$ cat src/rtl/stream_mux_rr_if.sv
// Valid/ready bundle between N_CH producer streams, the mux and its single consumer.
// The slave modport is the mux view; the master modport is the producer/consumer view.
interface stream_mux_rr_if #(
  parameter int N_CH   = 4,
  parameter int DATA_W = 8
);
  localparam int SEL_W = (N_CH > 1) ? $clog2(N_CH) : 1;

  logic [N_CH-1:0]        in_valid;
  logic [N_CH*DATA_W-1:0] in_data;
  logic [N_CH-1:0]        in_last;
  logic [N_CH-1:0]        in_ready;
  logic                   out_valid;
  logic [DATA_W-1:0]      out_data;
  logic                   out_last;
  logic [SEL_W-1:0]       out_ch;
  logic                   out_ready;

  modport slave (
    input  in_valid, in_data, in_last, out_ready,
    output in_ready, out_valid, out_data, out_last, out_ch
  );

  modport master (
    output in_valid, in_data, in_last, out_ready,
    input  in_ready, out_valid, out_data, out_last, out_ch
  );
endinterface

$ cat src/rtl/stream_mux_rr.sv
// N-channel streaming mux with a registered output stage; the grant comes from sel
// or a round-robin arbiter and is held for a whole packet delimited by last.
//
// state     | meaning
// ST_IDLE   | no packet locked; grant from sel (mode=0) or round-robin search (mode=1)
// ST_LOCKED | a multi-beat packet is in flight; grant pinned to r_lock_ch until last
module stream_mux_rr #(
  parameter  int N_CH   = 4,
  parameter  int DATA_W = 8,
  localparam int SEL_W  = (N_CH > 1) ? $clog2(N_CH) : 1
) (
  input  logic             clk,
  input  logic             rst,
  input  logic             mode,
  input  logic [SEL_W-1:0] sel,
  output logic             busy,
  stream_mux_rr_if.slave   bus
);

  typedef enum logic {
    ST_IDLE   = 1'b0,
    ST_LOCKED = 1'b1
  } state_t;

  localparam logic [SEL_W:0]   N_CH_W  = (SEL_W+1)'(N_CH);
  localparam logic [SEL_W-1:0] RR_INIT = SEL_W'(N_CH - 1);

  state_t            r_state;
  state_t            w_state_nxt;
  logic [SEL_W-1:0]  r_lock_ch;
  logic [SEL_W-1:0]  r_rr_ptr;
  logic [SEL_W-1:0]  w_grant;
  logic              w_grant_vld;
  logic              w_can_load;
  logic              w_xfer;
  logic              w_sel_valid;
  logic              w_sel_last;
  logic [DATA_W-1:0] w_sel_data;

  logic              r_out_valid;
  logic [DATA_W-1:0] r_out_data;
  logic              r_out_last;
  logic [SEL_W-1:0]  r_out_ch;

  // Descending scan so the channel closest after r_rr_ptr is the one left standing.
  always_comb begin : grant_logic
    logic [SEL_W:0] v_idx;
    v_idx       = '0;
    w_grant     = '0;
    w_grant_vld = 1'b0;
    if (r_state == ST_LOCKED) begin
      w_grant     = r_lock_ch;
      w_grant_vld = 1'b1;
    end else if (!mode) begin
      w_grant     = sel;
      w_grant_vld = ({1'b0, sel} < N_CH_W);
    end else begin
      for (int i = N_CH; i >= 1; i--) begin
        v_idx = {1'b0, r_rr_ptr} + (SEL_W+1)'(i);
        if (v_idx >= N_CH_W) begin
          v_idx = v_idx - N_CH_W;
        end
        if (bus.in_valid[v_idx[SEL_W-1:0]]) begin
          w_grant     = v_idx[SEL_W-1:0];
          w_grant_vld = 1'b1;
        end
      end
    end
  end

  always_comb begin
    w_sel_valid = 1'b0;
    w_sel_last  = 1'b0;
    w_sel_data  = '0;
    for (int k = 0; k < N_CH; k++) begin
      if (w_grant == SEL_W'(k)) begin
        w_sel_valid = bus.in_valid[k];
        w_sel_last  = bus.in_last[k];
        w_sel_data  = bus.in_data[k*DATA_W +: DATA_W];
      end
    end
  end

  assign w_can_load = !r_out_valid || bus.out_ready;
  assign w_xfer     = w_grant_vld && w_can_load && w_sel_valid;

  // Held low during reset so producers see no acceptance while the lock is being dropped.
  always_comb begin
    bus.in_ready = '0;
    for (int k = 0; k < N_CH; k++) begin
      bus.in_ready[k] = w_grant_vld && w_can_load && !rst && (w_grant == SEL_W'(k));
    end
  end

  always_ff @(posedge clk or posedge rst) begin
    if (rst) begin
      r_state <= ST_IDLE;
    end else begin
      r_state <= w_state_nxt;
    end
  end

  always_comb begin
    w_state_nxt = r_state;
    if (r_state == ST_IDLE) begin
      if (w_xfer && !w_sel_last) begin
        w_state_nxt = ST_LOCKED;
      end
    end else begin
      if (w_xfer && w_sel_last) begin
        w_state_nxt = ST_IDLE;
      end
    end
  end

  // rr_ptr tracks the last completed packet in both modes so mode=1 resumes fairly.
  always_ff @(posedge clk or posedge rst) begin
    if (rst) begin
      r_lock_ch <= '0;
      r_rr_ptr  <= RR_INIT;
    end else begin
      if ((r_state == ST_IDLE) && w_xfer && !w_sel_last) begin
        r_lock_ch <= w_grant;
      end
      if (w_xfer && w_sel_last) begin
        r_rr_ptr <= w_grant;
      end
    end
  end

  always_ff @(posedge clk or posedge rst) begin
    if (rst) begin
      r_out_valid <= 1'b0;
      r_out_data  <= '0;
      r_out_last  <= 1'b0;
      r_out_ch    <= '0;
    end else if (w_can_load) begin
      r_out_valid <= w_xfer;
      if (w_xfer) begin
        r_out_data <= w_sel_data;
        r_out_last <= w_sel_last;
        r_out_ch   <= w_grant;
      end
    end
  end

  assign bus.out_valid = r_out_valid;
  assign bus.out_data  = r_out_data;
  assign bus.out_last  = r_out_last;
  assign bus.out_ch    = r_out_ch;
  assign busy          = (r_state == ST_LOCKED);

endmodule

$ cat src/flat_wrapper.sv
// flat-port wrapper written by rule: the top's interface ports become plain ports
module stream_mux_rr_flat 
#(
  parameter  int N_CH   = 4,
  parameter  int DATA_W = 8,
  localparam int SEL_W  = (N_CH > 1) ? $clog2(N_CH) : 1
)
  (clk, rst, mode, sel, busy, bus_in_valid, bus_in_data, bus_in_last, bus_out_ready, bus_in_ready, bus_out_valid, bus_out_data, bus_out_last, bus_out_ch);
  stream_mux_rr_if #(.N_CH(N_CH), .DATA_W(DATA_W)) bus_i ();
  input  logic clk;
  input  logic rst;
  input  logic mode;
  input  logic [SEL_W-1:0] sel;
  output logic busy;
  input wire logic [$bits(bus_i.in_valid)-1:0] bus_in_valid;
  input wire logic [$bits(bus_i.in_data)-1:0] bus_in_data;
  input wire logic [$bits(bus_i.in_last)-1:0] bus_in_last;
  input wire logic [$bits(bus_i.out_ready)-1:0] bus_out_ready;
  output wire logic [$bits(bus_i.in_ready)-1:0] bus_in_ready;
  output wire logic [$bits(bus_i.out_valid)-1:0] bus_out_valid;
  output wire logic [$bits(bus_i.out_data)-1:0] bus_out_data;
  output wire logic [$bits(bus_i.out_last)-1:0] bus_out_last;
  output wire logic [$bits(bus_i.out_ch)-1:0] bus_out_ch;
  assign bus_i.in_valid = bus_in_valid;
  assign bus_i.in_data = bus_in_data;
  assign bus_i.in_last = bus_in_last;
  assign bus_i.out_ready = bus_out_ready;
  assign bus_in_ready = bus_i.in_ready;
  assign bus_out_valid = bus_i.out_valid;
  assign bus_out_data = bus_i.out_data;
  assign bus_out_last = bus_i.out_last;
  assign bus_out_ch = bus_i.out_ch;
  stream_mux_rr #(.N_CH(N_CH), .DATA_W(DATA_W)) u_core (.clk(clk), .rst(rst), .mode(mode), .sel(sel), .busy(busy), .bus(bus_i));
endmodule
$ cat config.mk
export PLATFORM = sky130hd
export DESIGN_NAME = stream_mux_rr_flat
export DESIGN_NICKNAME = d
export VERILOG_FILES = /design/src/rtl/stream_mux_rr_if.sv /design/src/rtl/stream_mux_rr.sv /design/src/flat_wrapper.sv
export SDC_FILE = /design/constraint.sdc
export NUM_CORES = 1
export LEC_CHECK = 0
export ABC_AREA = 1
export CORE_ASPECT_RATIO = 0.8
export CORE_MARGIN = 4
export CORE_UTILIZATION = 37
export CTS_CLUSTER_SIZE = 24
export DETAILED_ROUTE_END_ITERATION = 10
export PLACE_DENSITY_LB_ADDON = 0.08
export SLEW_MARGIN = 20
export SYNTH_ARGS = -nofsm -noshare
export SYNTH_HDL_FRONTEND = slang
export SYNTH_SLANG_ARGS = --single-unit
export TNS_END_PERCENT = 10
$ cat constraint.sdc
create_clock -name clk -period 2.09 [get_ports clk]
set_clock_uncertainty 0.05 [all_clocks]
set_input_delay 0.418 -clock clk [delete_from_list [all_inputs] [get_ports clk]]
set_output_delay 0.418 -clock clk [all_outputs]
set_load 0.05 [all_outputs]
==> impl_metrics.yaml <==
yosys:
  seq_area_frac_synth_pct: 32.9
  yosysUniqueCellTypes: 24
  netlist_instances: 201
  yosys_warnings: 0
  synth_seq_cells: 17
  synth_top_area_share_pct: 30.1
  synth_area_leader_cell: "nand2_1"
  avgSynthCellArea_um2: 6.46
  syn_area_mm2: 0.00130
  ys_top_cells_by_area: "nand2_1, dfrtp_1, nand4_1, inv_1, dfstp_2"
  syn-num-nets: 247
cts:
  clk_latency_ns: 0.26
  cts_root_buf: "clkbuf_8"
  clk_path_buf_depth: 2
  cts_tree: "done"
  cts_buffers: 3
  cts_sinks: 17
  hold_buffers: 0
  ctsHtreeMaxLevel: 1
  path_clk_slew_ns: 0.07
hold_path:
  holdCritPathClass: "flip-flop to flip-flop"
  hold_path.startpoint: "u_core.r_lock_ch[0]"
  whs_path_depth: 2
  min_to: "u_core.r_lock_ch[0]"
floorplan:
  rows: 18
  die_x_um: 74.2
  dieHeight_um: 61.0
  io_pins: 63
  start_util_pct: 40.3
  core_mm2: 0.00322
  die_area_mm2: 0.00453
power_and_ir_drop:
  leakagePower_nw: 1.16
  total_power_w: 0.00384
  seqPwrFrac_pct: 15.8
  powerDensity_mw_per_mm2: 1610
  power_frac_comb_pct: 77.7
  p_int_w: 0.00181
  ir_drop_v: 0.000929
  power_frac_clock_pct: 6.5
  switchingPower_w: 0.00203
  p_sw_share_pct: 52.9
layout:
  area_delta_synth_final_pct: 83.9
  final_common_cell: "nand2_1"
  layout_common_cells: "nand2_1, clkdlybuf4s50_1, buf_4, dfrtp_1, nand4_1"
  nets: 338
  fillers: 263
  n_antenna_cell: 0
  drive_above_1_share_pct: 27.1
routing:
  drtAntennaViolNets: 0
  drt_iter0_drc: 175
  detail_route.wl_per_cell_um: 13.4
  first_pass_iters: 4
  drt_wl_total_um: 4440
  num_vias: 1594
  drc: 0
  drt-vias-per-instance: 4.82
critical_path:
  worstPathMaxFanout: 4
  crit_required_ns: 1.62
  ff2ff_setup_slack_ns: -0.34
  rr_worst_depth: 18
  arrival_ns: 2.19
  worstSetupEndpointType: "output port"
  rr_endpoint: "u_core.r_lock_ch[1]"
  critPathLaunchType: "primary input"
  rr_startpoint: "u_core.r_rr_ptr[0]"
  criticalPathCategory: "primary input to output port"
sta:
  hold_slack_ns: 0.426
  layout_min_cycle_time_ns: 2.65
  post-route-period-util_pct: 127
  drv_slew: 0
  worstMarginPinSlew_ns: 0.505
  rsz0062_at_grt: "yes"
  finalHoldViolCount: 0
  max_clock_freq_mhz: 377
  finalSetupTns_ns: -7.36
  slew_headroom_pct: 66.3
  setup_slack_ns: -0.564
  setup_viol: 21
run:
  maxCapViolCount: 0
global_routing:
  antenna_found_initial: 0
  grt-ovfl-total: 0
  grt_pass1_vias: 1474
  grt_pass1_wl_um: 7150
  grt_usage_pct: 20.8
  grt_start_max_net_pins: 18
placed_design:
  port_buffers: 62
  dp_slack_ns: -0.606
  globalplace.congestion: 0.884
  hpwl_um: 3450
status:
  failed_checks: "setup timing"
  status: "finished, violations left"
## sequential cells by signal (all words and copies together), names as in the netlist, named ones only
register	cells
u_core.bus.out_data	8
u_core.bus.out_ch	2
u_core.r_lock_ch	2
u_core.r_rr_ptr	2
u_core.bus.out_last	1
u_core.bus.out_valid	1
## worst max-delay path, stage by stage
cell and delay (ns):
clkdlybuf4s50_1 0.49, inv_1 0.09, nand2_4 0.08, nand3_2 0.07, nand2_1 0.08, inv_1 0.04
nand2_1 0.07, nand2_1 0.05, nand2_1 0.06, nand3_2 0.08, nand3_4 0.10, nand2_8 0.08
buf_12 0.14, nor3_4 0.19, buf_12 0.16
## Yosys cell counts
| library cell | instances |
|---|---|
| a21oi_1 | 5 |
| a21oi_4 | 2 |
| and2_4 | 1 |
| buf_2 | 1 |
| buf_6 | 2 |
| dfrtp_1 | 15 |
| dfstp_2 | 2 |
| inv_1 | 16 |
| inv_4 | 1 |
| nand2_1 | 104 |
| nand2_2 | 7 |
| nand2_4 | 2 |
| nand3_1 | 7 |
| nand3_2 | 1 |
| nand3_4 | 1 |
| nand4_1 | 13 |
| nor2_1 | 8 |
| nor2_2 | 1 |
| nor3_1 | 3 |
| nor4_1 | 1 |
| o21ai_0 | 4 |
| o21ai_2 | 2 |
| or2_2 | 1 |
| or2_4 | 1 |
## cell type report
cell class                      count  area (µm²)  share of cell area, %
Inverter                           17        73.8                   3.09
Multi-Input combinational cell    164         892                   37.3
Tap cell                           40        50.0                   2.10
Clock inverter                      1        5.00                  0.210
Timing Repair Buffer               89         898                   37.6
Sequential cell                    17         428                   17.9
Clock buffer                        3        41.3                   1.73
## power groups by stage
| stage | registers, W | logic, W | clock network (W) |
|---|---|---|---|
| 2_1_floorplan | 0.000996 | 0.00140 | 0 |
| 3_3_place_gp | 0.000627 | 0.00269 | 0 |
| 3_5_place_dp | 0.000629 | 0.00272 | 0 |
| 4_1_cts | 0.000605 | 0.00291 | 0.000260 |
| 5_1_grt | 0.000625 | 0.00324 | 0.000274 |
| 6_report | 0.000606 | 0.00298 | 0.000250 |
## layer usage
layer	vias up	part of all wire, %	global-route usage [%]
met5	-	0	0
met4	0	0.61	3.81
met3	4	7.4	4.14
met2	61	43	30.3
met1	706	49	32.0
li1	823	-	-
## worst max-delay path by stage
stage / startpoint / to / slack, ns / depth (start not counted)
after floorplan: u_core.r_rr_ptr[0] / bus_in_ready[1] / -0.27 / 12
after global placement: bus_in_valid[1] / bus_in_ready[1] / -0.58 / 14
after detailed placement: bus_in_valid[1] / bus_in_ready[1] / -0.61 / 14
after CTS: u_core.r_rr_ptr[0] / bus_in_ready[1] / -0.52 / 14
after global routing: bus_in_valid[2] / bus_in_ready[2] / -0.69 / 15
final: bus_in_valid[2] / bus_in_ready[2] / -0.56 / 15
## timing repair
action / in CTS / in global routing
pin swaps: 2 / 2
setup endpoints to repair: 21 / 21
cloned: 0 / 0
gates resized for setup: 13 / 12
setup buffers: 5 / 1
## through the flow
step	area (µm²)	util, %	std cells
3_3_place_gp	2210	68.6	321
2_1_floorplan	1360	-	201
4_1_cts	2330	72.5	330
6_report	2390	74.2	331
3_5_place_dp	2210	68.6	321
5_1_grt	2390	74.2	331
## kinds of logic (layout without fill, tap and decap cells)
logic type / after synthesis / in the layout / synth area share (%)
flip-flops: 17 / 17 / 32.9
AND/OR/NAND/NOR: 151 / 151 / 52.5
AO/OA/AOI/OAI: 13 / 13 / 7.32
buffers and inverters: 20 / 110 / 7.23
Power figures use the tool's default switching activity.
==> RTL change 1: new RTL, same settings <==
`N_CH` is set to 4 in 3 places; all go to 8.
--- a/src/rtl/stream_mux_rr_if.sv
+++ b/src/rtl/stream_mux_rr_if.sv
@@ -2,5 +2,5 @@
 // The slave modport is the mux view; the master modport is the producer/consumer view.
 interface stream_mux_rr_if #(
-  parameter int N_CH   = 4,
+  parameter int N_CH   = 8,
   parameter int DATA_W = 8
 );
--- a/src/rtl/stream_mux_rr.sv
+++ b/src/rtl/stream_mux_rr.sv
@@ -6,5 +6,5 @@
 // ST_LOCKED | a multi-beat packet is in flight; grant pinned to r_lock_ch until last
 module stream_mux_rr #(
-  parameter  int N_CH   = 4,
+  parameter  int N_CH   = 8,
   parameter  int DATA_W = 8,
   localparam int SEL_W  = (N_CH > 1) ? $clog2(N_CH) : 1
--- a/src/flat_wrapper.sv
+++ b/src/flat_wrapper.sv
@@ -2,5 +2,5 @@
 module stream_mux_rr_flat 
 #(
-  parameter  int N_CH   = 4,
+  parameter  int N_CH   = 8,
   parameter  int DATA_W = 8,
   localparam int SEL_W  = (N_CH > 1) ? $clog2(N_CH) : 1
Interface: changed (6 resized); port bits go from 63 to 109. No check against the original RTL was run, so the function may have changed too.
==> RTL change 1 against the unedited design <==
  * The flow still finishes with violations (negative setup slack)
  * Non-clock buffer count up 87
  * Final cell count up 90%
  * Critical endpoint is now bus_in_ready[5]
  * Final area up 85%
  * Wire length up 110%
  * Setup slack worse by 0.76 ns
  * Sequential cell count up 3
  * Critical path type is now flop to primary output
  * Synthesized area up 73%
Power is left out: the tool's default activity adds up to more than one toggle a clock period on the data nets, which glitch-free logic cannot reach.
==> RTL change 1: results (changes against the unedited design) <==
- Status: finished, violations left
- Failing checks: negative setup slack
- Final setup fails: 28 (+33%)
- CTS H-tree depth: 1 (unchanged)
- DP Wirelength: 7.77 mm (+120%)
- Reg-to-reg slack, setup: -1.22 ns (-0.88 ns)
- Top cell family by delay on the critical path: simple AND/OR/NAND/NOR gates
- Worst setup path class: flop to primary output
- Worst Path Arrival: 2.94 ns (+0.75 ns)
- Worst Tran Pin Value: 0.528 ns (+0.0238 ns)
- Top-area cell type share of the netlist area: 25.2% (-4.9 points)
- Worst R2R End: u_core.r_lock_ch[0]
- Synth cell count leaders: 151 x nand2_1, 50 x nand3_1, 32 x nand4_1
- Syn Nets: 469 (+90%)
- Via density: 5.12 (+6.2%)
- Synth top area cells: nand2_1 25%, dfrtp_1 19%, nand3_1 11%
- Vias in the first global route: 3,087 (+110%)
- Drt initial violations: 217 (+24%)
- Global placer's final weighted congestion: 0.955 (+8.0%)
- GRT Total Usage: 25.6% (+4.8 points)
- Share of cells above drive strength 1: 30.0% (+2.8 points)
- Crit path capture: bus_in_ready[5]
- Peak fanout along the critical path: 8 (+4)
- Distinct cell type count after synthesis: 32 (+33%)
- Final worst slack: -1.32 ns (-0.756 ns)
- Pin count of the biggest net entering global routing: 21 (+3)
- Asr flop ratio synth: 100% (unchanged)
- Sequential fraction of the synthesis area: 22.4% (-11 points)
- PortBufs: 108 (+74%)
- Area after DPL: 3960 µm² (+79%)
- Min-delay worst type: flop to flop
- Worst R2R Start: u_core.r_rr_ptr[1]
- Reg2reg path depth: 25 (+7)
- Crit path max-delay cell type: dfstp_2
- Clk root buf: clkbuf_8
- Top_reg_cell synth: dfrtp_1
- First-pass GRT wire length: 15.2 mm (+110%)
- Net count, final: 637 (+88%)
- Final WL: 9.51 mm (+110%)
- Max stage delay on crit path: 0.67 ns (+0.18 ns)
[RTL change 1: cell types whose count changed after synthesis, sizes merged, moves of 7 or more]
cell / before / now
inv: 17 / 35
nand4: 13 / 32
nor2: 9 / 26
nand3: 9 / 54
buf: 3 / 10
nand2: 113 / 162
a21oi: 7 / 18
[RTL change 1: how the worst min path moves through the flow]
| stage | startpoint | end | slack, ns |
|---|---|---|---|
| final | u_core.bus.out_data[3] | u_core.bus.out_data[3] | 0.43 |
| after global routing | u_core.bus.out_data[3] | u_core.bus.out_data[3] | 0.47 |
| after CTS | u_core.bus.out_data[3] | u_core.bus.out_data[3] | 0.43 |
| after detailed placement | u_core.bus.out_data[3] | u_core.bus.out_data[3] | 0.41 |
| after global placement | u_core.bus.out_data[4] | u_core.bus.out_data[4] | 0.41 |
| after floorplan | rst | asynchronous set/reset pin | 0.34 |
[RTL change 1: per-layer routing]
metal | global-route usage [%] | wire length, µm | vias to the layer above
li1 | - | - | 1590
met1 | 39.5 | 4470 | 1461
met2 | 37.6 | 4190 | 152
met3 | 4.36 | 772 | 10
met4 | 3.46 | 74 | 0
met5 | 0 | 0 | -
[RTL change 1: layout make-up]
class | instances | area, µm²
Clock buffer | 4 | 45.0
Fill cell | 439 | 1490
Inverter | 36 | 156
Multi-Input combinational cell | 311 | 1890
Sequential cell | 20 | 504
Tap cell | 81 | 101
Timing Repair Buffer | 176 | 1720
[RTL change 1: cell families (layout without fill, tap and decap cells)]
family          count (synthesis)  after routing  share of synthesized area (%)
flops                          20             20                           22.4
compound gates                 26             26                           6.33
buf+inv                        49            216                           10.7
simple gates                  279            279                           57.2
fa+ha+maj                       2              2                           1.11
xor+xnor                        4              4                           2.22
[RTL change 1: through the flow]
step                      cells  TNS, ns  setup slack (ns)
after floorplan             380   -23.59             -1.06
after global placement      614   -34.10             -1.30
after detailed placement    614   -34.21             -1.32
after CTS                   628   -32.85             -1.28
after global routing        628   -39.27             -1.48
final                       628   -33.65             -1.32
[RTL change 1: repair_timing]
item	CTS	global route
gates cloned	0	0
endpoints found under the hold margin	0	0
pin swaps	16	14
resized for setup	51	26
hold buffers	0	0
setup buffers	10	0
setup endpoints to repair	28	28
[RTL change 1: worst min-delay path: stages (launching register included)]
cell	delay, ns
dfrtp_1	0.34
nand2_1	0.05
nand2_1	0.05
==> RTL change 2: new RTL, same settings <==
Made on the original files. Make the reset (`rst`) synchronous in 3 clocked blocks.
--- a/src/rtl/stream_mux_rr.sv
+++ b/src/rtl/stream_mux_rr.sv
@@ -93,5 +93,5 @@
   end
 
-  always_ff @(posedge clk or posedge rst) begin
+  always_ff @(posedge clk) begin
     if (rst) begin
       r_state <= ST_IDLE;
@@ -115,5 +115,5 @@
 
   // rr_ptr tracks the last completed packet in both modes so mode=1 resumes fairly.
-  always_ff @(posedge clk or posedge rst) begin
+  always_ff @(posedge clk) begin
     if (rst) begin
       r_lock_ch <= '0;
@@ -129,5 +129,5 @@
   end
 
-  always_ff @(posedge clk or posedge rst) begin
+  always_ff @(posedge clk) begin
     if (rst) begin
       r_out_valid <= 1'b0;
Formal check against the unedited RTL: differs if rst is asserted again (counterexample within 4 cycles, from zero or initial values and one cycle with rst high); with rst held inactive, the same outputs for 10 cycles.
==> RTL change 2 against the unedited design <==
  * The run still ends with negative setup slack left
  * Sequential cell count is the same
  * Power decreased by 2.8%
  * Sequential power is 11% lower
  * Setup slack gained 0.19 ns
  * Global-route usage is 0.78 points higher
  * Synthesized area is 2.2% lower
  * Worst hold slack better by 0.021 ns
  * Wire length up 6.7%
  * Synthesized cell count up 0.50%
  * Register-to-register slack better by 0.10 ns
  * Final area rose by 3.9%
  * Count of clock-buffer cells in the layout increased by 1
  * Critical endpoint is now bus_in_ready[1]
  * Largest cell class unchanged
  * Highest routed layer unchanged
==> RTL change 2: results (changes against the unedited design) <==
- Peak fanout along the critical path: 8 (+4)
- Net count, final: 351 (+3.8%)
- Placed cells: 331 (+3.1%)
- Via Count: 1,707 (+7.1%)
- Global placer's final weighted congestion: 0.914 (+3.3%)
- Hold depth: 2 (unchanged)
- Pleak: 1.12 nW (-3.2%)
- Worst R2R Start: u_core.r_rr_ptr[0]
- Setup TNS: -4.76 ns (+2.60 ns)
- DP Wirelength: 3.51 mm (+1.5%)
- Overflow after GRT: 0 (unchanged)
- HP Start: u_core.bus.out_data[0]
- Synth Area in Compound Gates: 16.7% (+9.4 points)
- Reg-to-reg slack, setup: -0.24 ns (+0.10 ns)
- Failing checks: negative setup slack
- Peak supply drop: 1.10 mV (+19%)
- First-pass GRT wire length: 7.45 mm (+4.3%)
- Drt initial violations: 84 (-52%)
- Final worst slack: -0.373 ns (+0.190 ns)
- Crit path max-delay cell type: dfxtp_4
- Worst Tran Pin Value: 0.506 ns (+0.00144 ns)
- Final setup fails: 21 (unchanged)
- Mean post-synth cell area: 6.29 µm² (-2.7%)
- Distinct cell type count after synthesis: 31 (+29%)
- Worst Hold Path EP: u_core.bus.out_data[0]
- Max Root-Sink Buffers: 2 (unchanged)
- Asr flop ratio synth: 0% (-100 points)
- GRT Total Usage: 21.6% (+0.78 points)
- Vias in the first global route: 1,620 (+9.9%)
- Initial antenna violation count: 0 (unchanged)
- Area after DPL: 2280 µm² (+3.3%)
- Reg2reg path depth: 17 (-1)
- Share of cells above drive strength 1: 35.9% (+8.7 points)
- Top cell family by delay on the critical path: simple AND/OR/NAND/NOR gates
- Worst R2R End: u_core.r_lock_ch[0]
- Max stage delay on crit path: 0.42 ns (-0.07 ns)
- Multiplexer share of the synthesized area: 0% (unchanged)
- Sequential fraction of the synthesis area: 26.8% (-6.1 points)
- Status: finished, violations left
- Wirelength per Cell: 13.8 µm (+2.6%)
- Worst Path Arrival: 2.00 ns (-0.19 ns)
- Synth top area cells: dfxtp_1 27%, nand2_1 20%, o21ai_0 7.9%
- Filler-free cell count of the finished design: 344 (+3.9%)
- Pin count of the biggest net entering global routing: 25 (+7)
- Syn Nets: 248 (+0.40%)
## RTL change 2: how the worst max path moves through the flow
stage                                   from             endpoint  slack [ns]  depth (start not counted)
after floorplan              bus_in_valid[0]      bus_in_ready[1]       -0.19                         12
after global placement       bus_in_valid[3]      bus_in_ready[2]       -0.57                         15
after detailed placement     bus_in_valid[2]  u_core.bus.out_last       -0.59                         16
after CTS                 u_core.r_rr_ptr[0]      bus_in_ready[2]       -0.32                         14
after global routing      u_core.r_rr_ptr[0]      bus_in_ready[2]       -0.49                         14
final                     u_core.r_rr_ptr[0]      bus_in_ready[1]       -0.37                         12
## RTL change 2: worst register-to-register path: cells and delay by family (launching register included)
kind | cells | cell delay [ns]
flip-flops | 1 | 0.42
AO/OA/AOI/OAI | 1 | 0.16
AND/OR/NAND/NOR | 12 | 1.10
buffers and inverters | 4 | 0.52
## RTL change 2: logic make-up after synthesis
group           Yosys count
buf+inv                  23
flops                    17
simple gates            125
compound gates           37
## RTL change 2: cell type report
type                    count  area (µm²)
repair buffers            104        1010
multi-input cells         162         953
fillers                   243         717
flip-flops and latches     17         347
inverters                  17        73.8
well taps                  40        50.0
clock buffers               4        45.0
## RTL change 2: what timing repair did
item                       4_1_cts  5_1_grt
pin swaps                       11       11
setup endpoints to repair       21       21
setup buffers                    9        0
gates resized for setup         33       14
## RTL change 2: stage by stage
stage	hold WS (ns)	setup WS [ns]	power, mW
after floorplan	0.405	-0.192	2.20
after global placement	0.426	-0.566	3.18
after detailed placement	0.435	-0.593	3.20
after CTS	0.452	-0.323	3.64
after global routing	0.480	-0.492	4.02
final	0.448	-0.373	3.73
## RTL change 2: per-layer routing
layer / wire length, µm / track usage (%) / vias up
met1: 2230 / 30.4 / 756
met5: 0 / 0 / -
met3: 323 / 2.65 / 11
met4: 89 / 6.20 / 0
met2: 2100 / 35.0 / 68
li1: - / - / 872
## RTL change 2: where the power goes
group	internal, mW	switching (mW)
logic	1.27	1.67
clock network	0.135	0.108
registers	0.455	0.0856
